==> src/rtl/de2_115_qsys_key_pio_in.sv <==
// rtl/de2_115_qsys_key_pio_in.sv - Avalon-MM input PIO with debounce, edge capture and irq
//
// Samples the KEY pushbuttons through a two-flop synchronizer, and debounces each bit
// independently. Selected edges of the debounced value are latched in edge_capture, and
// a maskable level interrupt is raised.
//
// Ports:
//   clk, reset_n   system clock, asynchronous active-low reset
//   address        word select: 0 data, 1 irq_mask, 2 reserved, 3 edge_capture (W1C)
//   chipselect     slave select; a write is chipselect && !write_n
//   write_n        active-low write strobe
//   writedata      write data; bits above WIDTH-1 are ignored
//   in_port        raw asynchronous pin inputs
//   readdata       registered read data, one cycle after address
//   irq            |(edge_capture & irq_mask)
module de2_115_qsys_key_pio_in #(
  parameter int   WIDTH           = 4,
  parameter int   DEBOUNCE_CYCLES = 50000,
  parameter int   EDGE_TYPE       = 1,
  parameter logic IDLE_LEVEL      = 1'b1
) (
  input  logic             clk,
  input  logic             reset_n,
  input  logic [1:0]       address,
  input  logic             chipselect,
  input  logic             write_n,
  input  logic [31:0]      writedata,
  input  logic [WIDTH-1:0] in_port,
  output logic [31:0]      readdata,
  output logic             irq
);

  // Counter only has to reach DEBOUNCE_CYCLES-1; keep at least one bit for the
  // DEBOUNCE_CYCLES == 1 case.
  localparam int CW = (DEBOUNCE_CYCLES > 1) ? $clog2(DEBOUNCE_CYCLES) : 1;
  localparam logic [CW-1:0] CNT_MAX = CW'(DEBOUNCE_CYCLES - 1);

  logic [WIDTH-1:0] sync1;
  logic [WIDTH-1:0] sync2;
  logic [WIDTH-1:0] stable;
  logic [CW-1:0]    cnt [WIDTH];
  logic [WIDTH-1:0] edge_capture;
  logic [WIDTH-1:0] irq_mask;

  logic [WIDTH-1:0] accept;
  logic [WIDTH-1:0] edge_set;
  logic [WIDTH-1:0] edge_clr;
  logic             wr;
  logic [31:0]      rd_mux;

  assign wr = chipselect && !write_n;

  // A bit is accepted on the edge its counter has already reached CNT_MAX while the
  // synchronized input still differs; that same edge decides whether it is a capture.
  always_comb begin
    accept   = '0;
    edge_set = '0;
    for (int i = 0; i < WIDTH; i++) begin
      accept[i] = (sync2[i] != stable[i]) && (cnt[i] == CNT_MAX);
      case (EDGE_TYPE)
        0:       edge_set[i] = accept[i] && sync2[i];
        1:       edge_set[i] = accept[i] && !sync2[i];
        default: edge_set[i] = accept[i];
      endcase
    end
  end

  assign edge_clr = (wr && address == 2'd3) ? writedata[WIDTH-1:0] : '0;

  always_ff @(posedge clk or negedge reset_n) begin
    if (!reset_n) begin
      sync1  <= {WIDTH{IDLE_LEVEL}};
      sync2  <= {WIDTH{IDLE_LEVEL}};
      stable <= {WIDTH{IDLE_LEVEL}};
      for (int i = 0; i < WIDTH; i++) begin
        cnt[i] <= '0;
      end
    end else begin
      sync1 <= in_port;
      sync2 <= sync1;
      for (int i = 0; i < WIDTH; i++) begin
        if (sync2[i] == stable[i]) begin
          cnt[i] <= '0;
        end else if (accept[i]) begin
          stable[i] <= sync2[i];
          cnt[i]    <= '0;
        end else begin
          cnt[i] <= cnt[i] + 1'b1;
        end
      end
    end
  end

  // Set has priority over a same-cycle write-1-to-clear so no edge is lost.
  always_ff @(posedge clk or negedge reset_n) begin
    if (!reset_n) begin
      edge_capture <= '0;
      irq_mask     <= '0;
    end else begin
      edge_capture <= (edge_capture & ~edge_clr) | edge_set;
      if (wr && address == 2'd1) begin
        irq_mask <= writedata[WIDTH-1:0];
      end
    end
  end

  always_comb begin
    rd_mux = '0;
    case (address)
      2'd0:    rd_mux[WIDTH-1:0] = stable;
      2'd1:    rd_mux[WIDTH-1:0] = irq_mask;
      2'd3:    rd_mux[WIDTH-1:0] = edge_capture;
      default: rd_mux = '0;
    endcase
  end

  always_ff @(posedge clk or negedge reset_n) begin
    if (!reset_n) begin
      readdata <= '0;
    end else begin
      readdata <= rd_mux;
    end
  end

  assign irq = |(edge_capture & irq_mask);

endmodule

==> config.mk <==
export PLATFORM = sky130hd
export DESIGN_NAME = de2_115_qsys_key_pio_in
export DESIGN_NICKNAME = d
export VERILOG_FILES = /design/src/rtl/de2_115_qsys_key_pio_in.sv
export SDC_FILE = /design/constraint.sdc
export NUM_CORES = 1
export LEC_CHECK = 0
export ABC_AREA = 1
export BUFFER_PORTS_ARGS = -buffer_cell sky130_fd_sc_hd__buf_2
export CORE_ASPECT_RATIO = 1.2
export CORE_UTILIZATION = 52
export DETAILED_ROUTE_END_ITERATION = 10
export GPL_TIMING_DRIVEN = 0
export PLACE_DENSITY = 0.77
export SLEW_MARGIN = 20
export SYNTH_ARGS = -nofsm -noshare
export SYNTH_HDL_FRONTEND = slang
export SYNTH_SLANG_ARGS = --single-unit
==> constraint.sdc <==
create_clock -name clk -period 1.45 [get_ports clk]
set_clock_uncertainty 0.15 [all_clocks]
set_input_delay 0.145 -clock clk [delete_from_list [all_inputs] [get_ports clk]]
set_output_delay 0.145 -clock clk [all_outputs]
set_load 0.05 [all_outputs]
==> results.toml <==
[status]
outcome = "complete, but fails checks"
violations = "negative setup slack"

[final_layout]
diodes = 0
final_core_util = 0.681
layoutNonFillerInstCount = 836
final.fill_count = 659
fin_nets = 760
area_delta_synth_final_pct = 24.8
post_route_cells_drive_above_1_share = 0.248

[pwr]
leakage_nw = 2.60
powerDensity_mw_per_mm2 = 812
power_mw = 4.84
ir_worst_vdd_v = 0.000565

[yosys]
syn_area_per_cell_um2 = 7.72
ys_ff_latch = 88
ys_seq_area_frac = 0.464
synthCells = 619
yosys_warnings = 0
ys_types = 28
syn_area_mm2 = 0.00478
synth_edf_count = 0
ys_async_sr_fraction = 1.00
synth_flop_cell = "dfrtp_1"

[critical_path]
r2r_end = "cnt[15]$_DFF_PN0_"
start_kind = "flop"
worst-setup-path-type = "flop to output pin"
cp_slowest_cell = "dfrtp_1"
r2r-start = "cnt[5]$_DFF_PN0_"
r2r_slack_ns = 0
rr_worst_depth = 6
crit_chain = "nand2_1 > nand4_1 > buf_6"
endpoint_kind = "output pin"
crit_required_ns = 1.15
crit_fanout = 3
arrival_ns = 1.20
slowest_delay_ns = 0.40

[placed_design]
dpl_worst_slack_ns = -0.158
gp_congestion = 0.872
hpwlAfterDp_um = 6710
dp.cells = 782
portBuffers = 18

[clock_tree]
clock_sinks = 88
cts_tree = "done"
cts_root_buf = "clkbuf_8"
insertion_delay_ns = 0.36
htreeDepth = 3
clkTransAtPathRegs_ns = 0.08
cts_buffer_depth = 2
cts_made_buffers = 9

[timing]
drv_slew = 0
hold_violations = 0
setup_slack_ns = -0.0485
setup_tns_ns = -0.0508
finalSetupViolations = 2
min_period_over_period = 1.03
tightest_slew_ns = 0.532
min_period_ns = 1.50
max_slew_margin = 0.645
rsz0062_at_grt = "yes"
fmax_mhz = 667

[min_path]
holdCritPathClass = "input port to flop"
hold_start = "write_n"
hold_end = "irq_mask[2]$_DFFE_PN0P_"
min_path_cells = 4

[die]
start_util = 0.546
die-area_mm2 = 0.00958
coreArea_mm2 = 0.00875
pin_count = 75
row_count = 37
die_y_um = 107
die_x_um = 89.5

[routing]
wl_per_cell_um = 12.2
drt_first_pass_iters = 4
ant_nets = 0
routed_wl_um = 10200
vias_per_cell = 5.02
drt_iter0_drc = 227
via_count = 4197
drc = 0

[grt]
grt_max_degree = 50
grt-ovfl-total = 0
antenna_found_initial = 0
grt_pass1_wl_um = 16600
grt_pass1_vias = 3942
grt_usage = 0.224

[run]
drv_cap = 0
logic make-up (layout without fill, tap and decap cells):
kind of cell | after synthesis | count (layout) | synth area share
adder cells (fa/ha/maj) | 4 | 4 | 0.0105
buffers and inverters | 94 | 166 | 0.0959
AND/OR/NAND/NOR | 373 | 374 | 0.338
XOR/XNOR | 26 | 26 | 0.0492
AO/OA/AOI/OAI | 33 | 33 | 0.0414
other | 1 | 28 | 0.000785
flip-flops | 88 | 88 | 0.464
final cells by class:
| type | instances | area [um2] | area share |
|---|---|---|---|
| multi-input combinational | 465 | 2510 | 0.422 |
| sequential | 88 | 2230 | 0.374 |
| timing repair buffer | 56 | 448 | 0.0751 |
| inverter | 66 | 250 | 0.0420 |
| buffer | 28 | 210 | 0.0353 |
| tap | 117 | 146 | 0.0246 |
| clock buffer | 12 | 145 | 0.0243 |
| clock inverter | 4 | 20.0 | 0.00336 |
Yosys cell counts, types with 3 or more instances:
library cell	number	area share
nor2_1	123	0.097
a21oi_1	3	0.0031
nand3_1	42	0.044
nand4_1	28	0.037
dfrtp_1	76	0.40
inv_1	65	0.051
xnor2_1	9	0.017
ha_1	4	0.010
o211ai_1	4	0.0063
o21bai_1	9	0.014
nor2_2	11	0.014
o21ai_1	4	0.0042
xor2_1	16	0.029
buf_4	28	0.044
nand3_2	4	0.0084
dfstp_2	12	0.066
o21ai_0	13	0.014
nand2_1	155	0.12
stage by stage:
step / area [um2] / hold WS, ns
2_1_floorplan: 4880 / -0.301
5_1_grt: 5960 / 0.0545
4_1_cts: 5580 / 0.0645
6_report: 5960 / 0.0462
3_3_place_gp: 5110 / 0.100
3_5_place_dp: 5140 / 0.0135
worst max-delay path: cells and delay by family, from the launching register on:
family                 cells  cell delay [ns]
and+or+nand+nor            2             0.24
DFF                        1             0.40
buffers and inverters      1             0.21
placed cells by master, fill, tap and decap left out, types with 13 or more instances in the layout:
cell	count
nand3_1	40
inv_1	58
nor2_4	13
xor2_1	13
nand2_1	144
nor2_2	18
nor2_1	104
conb_1	28
buf_2	16
buf_4	53
dfrtp_1	68
nand4_1	28
registers in the layout, indices dropped and copies added (netlist names):
register and cells:
irq_mask 4, cnt 64, edge_capture 4, sync1 4
stable 4, readdata 4, sync2 4
how the worst max path moves through the flow:
stage                     cells after the start           endpoint                      start  slack, ns
final                                         3                irq    irq_mask[0]$_DFFE_PN0P_      -0.05
after global routing                          3                irq  edge_capture[1]$_DFF_PN0_      -0.11
after CTS                                     3                irq    irq_mask[3]$_DFFE_PN0P_      -0.04
after detailed placement                      6  cnt[56]$_DFF_PN0_          cnt[48]$_DFF_PN0_      -0.16
after global placement                        1   cnt[4]$_DFF_PN0_                    reset_n      -0.65
after floorplan                               6  cnt[63]$_DFF_PN0_          cnt[48]$_DFF_PN0_       0.06
report_power, final:
group          internal, mW  switching, mW
logic                 0.246          0.456
clock network         0.660          0.849
registers              2.55         0.0771
routing by layer:
layer	routed length, um	vias up	global-route usage
met1	4380	1968	0.285
met4	244	0	0.0896
met2	5120	103	0.369
li1	-	2104	-
met5	0	-	0
met3	417	22	0.0500
repair_timing:
action,CTS,global route
gates cloned,0,1
endpoints found under the hold margin,55,0
pin swaps,4,20
setup buffers,7,19
setup endpoints to repair,52,61
hold buffers,11,0
resized for setup,27,63
Power figures use the tool's default switching activity.
